### src/rtl/pipe_ctrl_pkg.sv
// ============================================================================
// Module   : pipe_ctrl_pkg
// Purpose  : Shared FSM state type and pipeline-register indices for the
//            5-stage core's hazard control.
// Revision : 1.0
// ============================================================================
`default_nettype none

package pipe_ctrl_pkg;

    localparam int NREG       = 4;
    localparam int STG_IF_ID  = 0;
    localparam int STG_ID_EX  = 1;
    localparam int STG_EX_MEM = 2;
    localparam int STG_MEM_WB = 3;

    typedef enum logic [1:0] {
        RUN     = 2'd0,
        LU_KILL = 2'd1,
        RD_KILL = 2'd2
    } hz_state_t;

endpackage

`default_nettype wire

### src/rtl/pipe_hazard_ctrl_sat_counter.sv
// ============================================================================
// Module   : sat_counter
// Purpose  : Up-counter that sticks at all-ones instead of wrapping.
// Revision : 1.0
// ============================================================================
`default_nettype none

module sat_counter #(
    parameter int WIDTH = 32
) (
    input  logic             clk,
    input  logic             rst,
    input  logic             inc,
    output logic [WIDTH-1:0] count
);

    always_ff @(posedge clk) begin
        if (rst) begin
            count <= '0;
        end else if (inc && (count != {WIDTH{1'b1}})) begin
            count <= count + 1'b1;
        end
    end

endmodule

`default_nettype wire

### src/rtl/pipe_hazard_ctrl.sv
// ============================================================================
// Module   : pipe_hazard_ctrl
// Purpose  : PC enable and per-stage en/flush generation for load-use stalls,
//            EX redirects and data-memory wait. Optional perf counters are
//            built when PIPE_HAZARD_CTRL_PERF_EN is defined.
// Revision : 1.0
// ============================================================================
`default_nettype none

module pipe_hazard_ctrl
    import pipe_ctrl_pkg::*;
#(
    parameter int RA_W = 5,
    parameter int NREG = 4
) (
    input  logic            clk,
    input  logic            rst,
    input  logic            mem_wait,
    input  logic            ex_redirect,
    input  logic            ex_is_load,
    input  logic [RA_W-1:0] ex_rd,
    input  logic [RA_W-1:0] id_rs1,
    input  logic [RA_W-1:0] id_rs2,
    input  logic            id_uses_rs1,
    input  logic            id_uses_rs2,
    output logic            pc_en,
    output logic [NREG-1:0] stg_en,
    output logic [NREG-1:0] stg_flush
`ifdef PIPE_HAZARD_CTRL_PERF_EN
    ,
    output logic [31:0]     perf_stall_cnt,
    output logic [31:0]     perf_redirect_cnt
`endif
);

    hz_state_t state;
    hz_state_t state_nxt;
    logic      lu;

    assign lu = ex_is_load && (ex_rd != '0) &&
                ((id_uses_rs1 && (id_rs1 == ex_rd)) ||
                 (id_uses_rs2 && (id_rs2 == ex_rd)));

    always_comb begin
        pc_en     = 1'b1;
        stg_en    = '1;
        stg_flush = '0;
        state_nxt = state;
        if (rst) begin
            pc_en     = 1'b0;
            stg_en    = '0;
            state_nxt = RUN;
        end else if (mem_wait) begin
            // Freeze holds everything, including the FSM position.
            pc_en  = 1'b0;
            stg_en = '0;
        end else begin
            case (state)
                RUN: begin
                    if (ex_redirect) begin
                        state_nxt = RD_KILL;
                    end else if (lu) begin
                        pc_en             = 1'b0;
                        stg_en[STG_IF_ID] = 1'b0;
                        state_nxt         = LU_KILL;
                    end
                end
                LU_KILL: begin
                    // Bubble into ID/EX kills the duplicate captured last cycle.
                    pc_en                = 1'b0;
                    stg_en[STG_IF_ID]    = 1'b0;
                    stg_flush[STG_ID_EX] = 1'b1;
                    state_nxt            = RUN;
                end
                RD_KILL: begin
                    pc_en                = 1'b0;
                    stg_flush[STG_IF_ID] = 1'b1;
                    stg_flush[STG_ID_EX] = 1'b1;
                    state_nxt            = RUN;
                end
                default: begin
                    state_nxt = RUN;
                end
            endcase
        end
    end

    always_ff @(posedge clk) begin
        if (rst) begin
            state <= RUN;
        end else begin
            state <= state_nxt;
        end
    end

`ifdef PIPE_HAZARD_CTRL_PERF_EN
    logic redirect_evt;
    logic stall_evt;

    assign redirect_evt = (state == RUN) && (state_nxt == RD_KILL) && !rst;
    assign stall_evt    = !pc_en && !rst;

    sat_counter #(.WIDTH(32)) u_stall_cnt (
        .clk   (clk),
        .rst   (rst),
        .inc   (stall_evt),
        .count (perf_stall_cnt)
    );

    sat_counter #(.WIDTH(32)) u_redirect_cnt (
        .clk   (clk),
        .rst   (rst),
        .inc   (redirect_evt),
        .count (perf_redirect_cnt)
    );
`endif

endmodule

`default_nettype wire

### config.mk
export PLATFORM = sky130hd
export DESIGN_NAME = pipe_hazard_ctrl
export DESIGN_NICKNAME = d
export VERILOG_FILES = /design/src/rtl/pipe_ctrl_pkg.sv /design/src/rtl/pipe_hazard_ctrl_sat_counter.sv /design/src/rtl/pipe_hazard_ctrl.sv
export SDC_FILE = /design/constraint.sdc
export NUM_CORES = 1
export LEC_CHECK = 0
export CAP_MARGIN = 20
export CORE_MARGIN = 2
export CORE_UTILIZATION = 25
export DETAILED_ROUTE_END_ITERATION = 8
export HOLD_SLACK_MARGIN = 0.15
export PLACE_DENSITY = 0.68
export SLEW_MARGIN = 0
export SYNTH_ARGS = -nofsm -noshare
export SYNTH_HDL_FRONTEND = slang
export SYNTH_SLANG_ARGS = --single-unit
### constraint.sdc
create_clock -name clk -period 1.31 [get_ports clk]
set_input_delay 0.262 -clock clk [delete_from_list [all_inputs] [get_ports clk]]
set_output_delay 0.262 -clock clk [all_outputs]
set_load 0.05 [all_outputs]
==> results by group <==
Outcome
  – Status: complete, but fails checks
  – Failing checks: setup timing

Place
  – Port Buffer Count: 28
  – Pre-CTS setup slack: -0.754 ns
  – Placed Area: 921 µm²
  – HPWL Detailed: 1.06 mm
  – Gpl congestion: 0.711

Detailed routing
  – Routed Antenna Nets: 0
  – Via count: 502
  – DR vias/cell: 4.56
  – Initial DRT Pass Iterations: 2
  – Final wirelength: 1.18 mm
  – DRC: 0
  – 1st-iter DRT viols: 6
  – DR WL/cell: 10.7 µm

Finish
  – Layout cell share with drive strength beyond 1: 52.6%
  – Area of the multi-input gates: 380 µm²
  – Max reg flops: 2
  – ANT cells: 0
  – Biggest regs: state x2
  – P&R area growth vs syn: 169%
  – Final-layout fill cell count: 110
  – NumNets Final: 122
  – Most flops, register: state
  – Final instance area: 981 µm²
  – Most common cell after layout, fill and taps aside: dlygate4sd2_1
  – Most frequent cells in the layout: 12 x dlygate4sd2_1, 11 x buf_4, 9 x xnor2_1, 9 x buf_12, 6 x buf_6
  – Register Area: 42.5 µm²

Critical path
  – Worst R2R Path Depth: 6
  – CP top delay family: simple AND/OR/NAND/NOR gates
  – RR Endpoint: state[0]
  – WP buf/inv: 2
  – Cell breakdown of the critical path: buf_6 > or4_4 > o21ai_4 > nor2_4 > a21oi_4 > buf_12
  – Worst EP required: 1.05 ns
  – Crit path max fanout: 2
  – Critical path's slowest cell: or4_4
  – Max incr delay on CP: 0.54 ns
  – WS Path Type: input pin to output pin
  – Crit path capture: pc_en
  – Worst setup path start: ex_rd[4]
  – CP Depth: 6
  – CP endpoint kind: output pin
  – R2R setup slack: 0.01 ns
  – CP startpoint kind: input pin
  – R2R Path Start: state[0]
  – Worst EP arrival: 1.43 ns

Clock network
  – CTS hold repair buffers: 0
  – TritonCTS Buffers: 3
  – Root Driver: clkbuf_4
  – Clk slew on worst S/H paths: 0.03 ns
  – Clk sinks: 2
  – Clk_lat worst skew: 0.22 ns
  – H-tree levels: 1
  – TritonCTS clock tree: yes
  – Clk buf depth: 2

Synthesis
  – Seq/Total Area, Yosys: 11.0%
  – Syn Std Cell Area: 364 µm²
  – Synth top area cells: xnor2_1 24%, dfxtp_1 11%, ha_1 10%, buf_4 8.2%, inv_1 5.2%
  – Cell count after synthesis: 50
  – Mean post-synth cell area: 7.28 µm²
  – YS warnings: 0
  – Dominant cell type by area after synthesis: xnor2_1
  – Yosys top cell area share: 24.1%
  – Yosys reg bits: 2
  – Yosys cell types: 23

Hold path
  – Hold Crit Class: register to register

Global route
  – Pin count of the biggest net entering global routing: 6
  – Gr ovfl total: 0
  – Global-route wire length before repair: 2.07 mm
  – Total track usage: 14.8%
  – Vias in the first global route: 540
  – Initial antenna violation count: 0

STA
  – Period minus WS final: 1.70 ns
  – Final hold slack: 0.587 ns
  – Final Max Tran Viols: 0
  – Setup Viol. Count Final: 6
  – Fin worst setup slack: -0.385 ns
  – TNS Setup: -1.31 ns
  – Maximum clock rate: 590 MHz
  – Clock Skew: 0.00186 ns
  – Final Cycle Share: 129%
  – Final Hold Fails: 0
  – RSZ-0062 raised after global routing: true

Floorplanning
  – Core area: 1330 µm²
  – Starting density of the core: 27.3%
  – Die W: 42.2 µm
  – # rows: 13
  – Die Area: 1780 µm²
  – Die H: 42.2 µm
  – Top Ports: 31

Power
  – Maximum VDD drop: 0.354 mV
  – Power share of the combinational group: 64.2%
  – Internal power: 359 µW
  – Net switching power: 190 µW
  – Reg power frac: 12.4%
  – Total Power: 549 µW
  – Clock share of power: 23.4%
  – Leakage: 0.000416 µW
  – Pwr dens: 560 nW/µm²
  – Net Sw Frac: 34.7%

Run
  – MaxCap Viol Count: 0
==> kinds of logic after synthesis <==
| kind of cell | count (synthesis) | share of synthesized area, % |
|---|---|---|
| fa+ha+maj | 3 | 10.3 |
| flops | 2 | 11.0 |
| xor+xnor | 10 | 24.1 |
| other cells | 1 | 1.03 |
| compound gates | 10 | 18.2 |
| buf+inv | 9 | 13.4 |
| simple gates | 15 | 22.0 |
==> Yosys cell counts (all sizes together) <==
| master | number |
|---|---|
| xnor2 | 10 |
| inv | 5 |
| a21oi | 4 |
| buf | 4 |
| nand2 | 4 |
| ha | 3 |
| o21ai | 3 |
| dfxtp | 2 |
| nand4 | 2 |
| nor2 | 2 |
| a22o | 1 |
| a31o | 1 |
| and2 | 1 |
| and3b | 1 |
| conb | 1 |
| nand2b | 1 |
| nand3 | 1 |
| nor3 | 1 |
| nor4 | 1 |
| o22ai | 1 |
| or4 | 1 |
==> power groups by stage <==
stage | Clock (µW) | Combinational, µW | Sequential (µW)
CTS | 141 | 339 | 68.1
global placement | 0 | 340 | 68.6
detailed placement | 0 | 346 | 68.9
global route | 144 | 377 | 68.1
finish | 129 | 353 | 68.0
floorplan | 0 | 157 | 69.9
==> worst min path at each step <==
stage              from        to  slack, ns  cells after the start
2_1_floorplan       rst  state[1]       0.41                      2
3_3_place_gp   state[0]  state[0]       0.58                      2
3_5_place_dp   state[0]  state[0]       0.58                      2
4_1_cts        state[0]  state[0]       0.60                      2
5_1_grt        state[0]  state[0]       0.62                      2
6_report       state[0]  state[0]       0.59                      2
==> routing by layer <==
| metal | routed length [µm] | global-route usage (%) | share of wire [%] |
|---|---|---|---|
| met1 | 363 | 13.3 | 31 |
| met2 | 739 | 33.2 | 63 |
| met3 | 72 | 1.29 | 6.1 |
| met4 | 0 | 3.75 | 0 |
| met5 | 0 | 0 | 0 |
==> area by class of cell <==
cell class	count	share of cell area (%)
timing repair buffer	45	50.5
multi-input combinational	40	38.8
sequential	2	4.34
clock buffer	3	2.30
inverter	5	2.17
tap	15	1.91
==> tightest hold or removal path, cell delays in order, from the launching register on <==
cell     delay [ns]
dfxtp_2        0.32
buf_4          0.10
a22o_1         0.13
==> stage by stage <==
| step | utilization (%) | std cells |
|---|---|---|
| after global routing | 73.5 | 110 |
| after global placement | 69.0 | 105 |
| after floorplan | - | 51 |
| final | 73.5 | 110 |
| after detailed placement | 69.0 | 105 |
| after CTS | 70.9 | 109 |
==> timing repair <==
action | CTS | global route
endpoints found under the hold margin | 0 | 0
pin swaps | 17 | 7
buffers inserted | 3 | 2
setup endpoints to repair | 9 | 6
resized for setup | 32 | 10
Power figures use the tool's default switching activity.
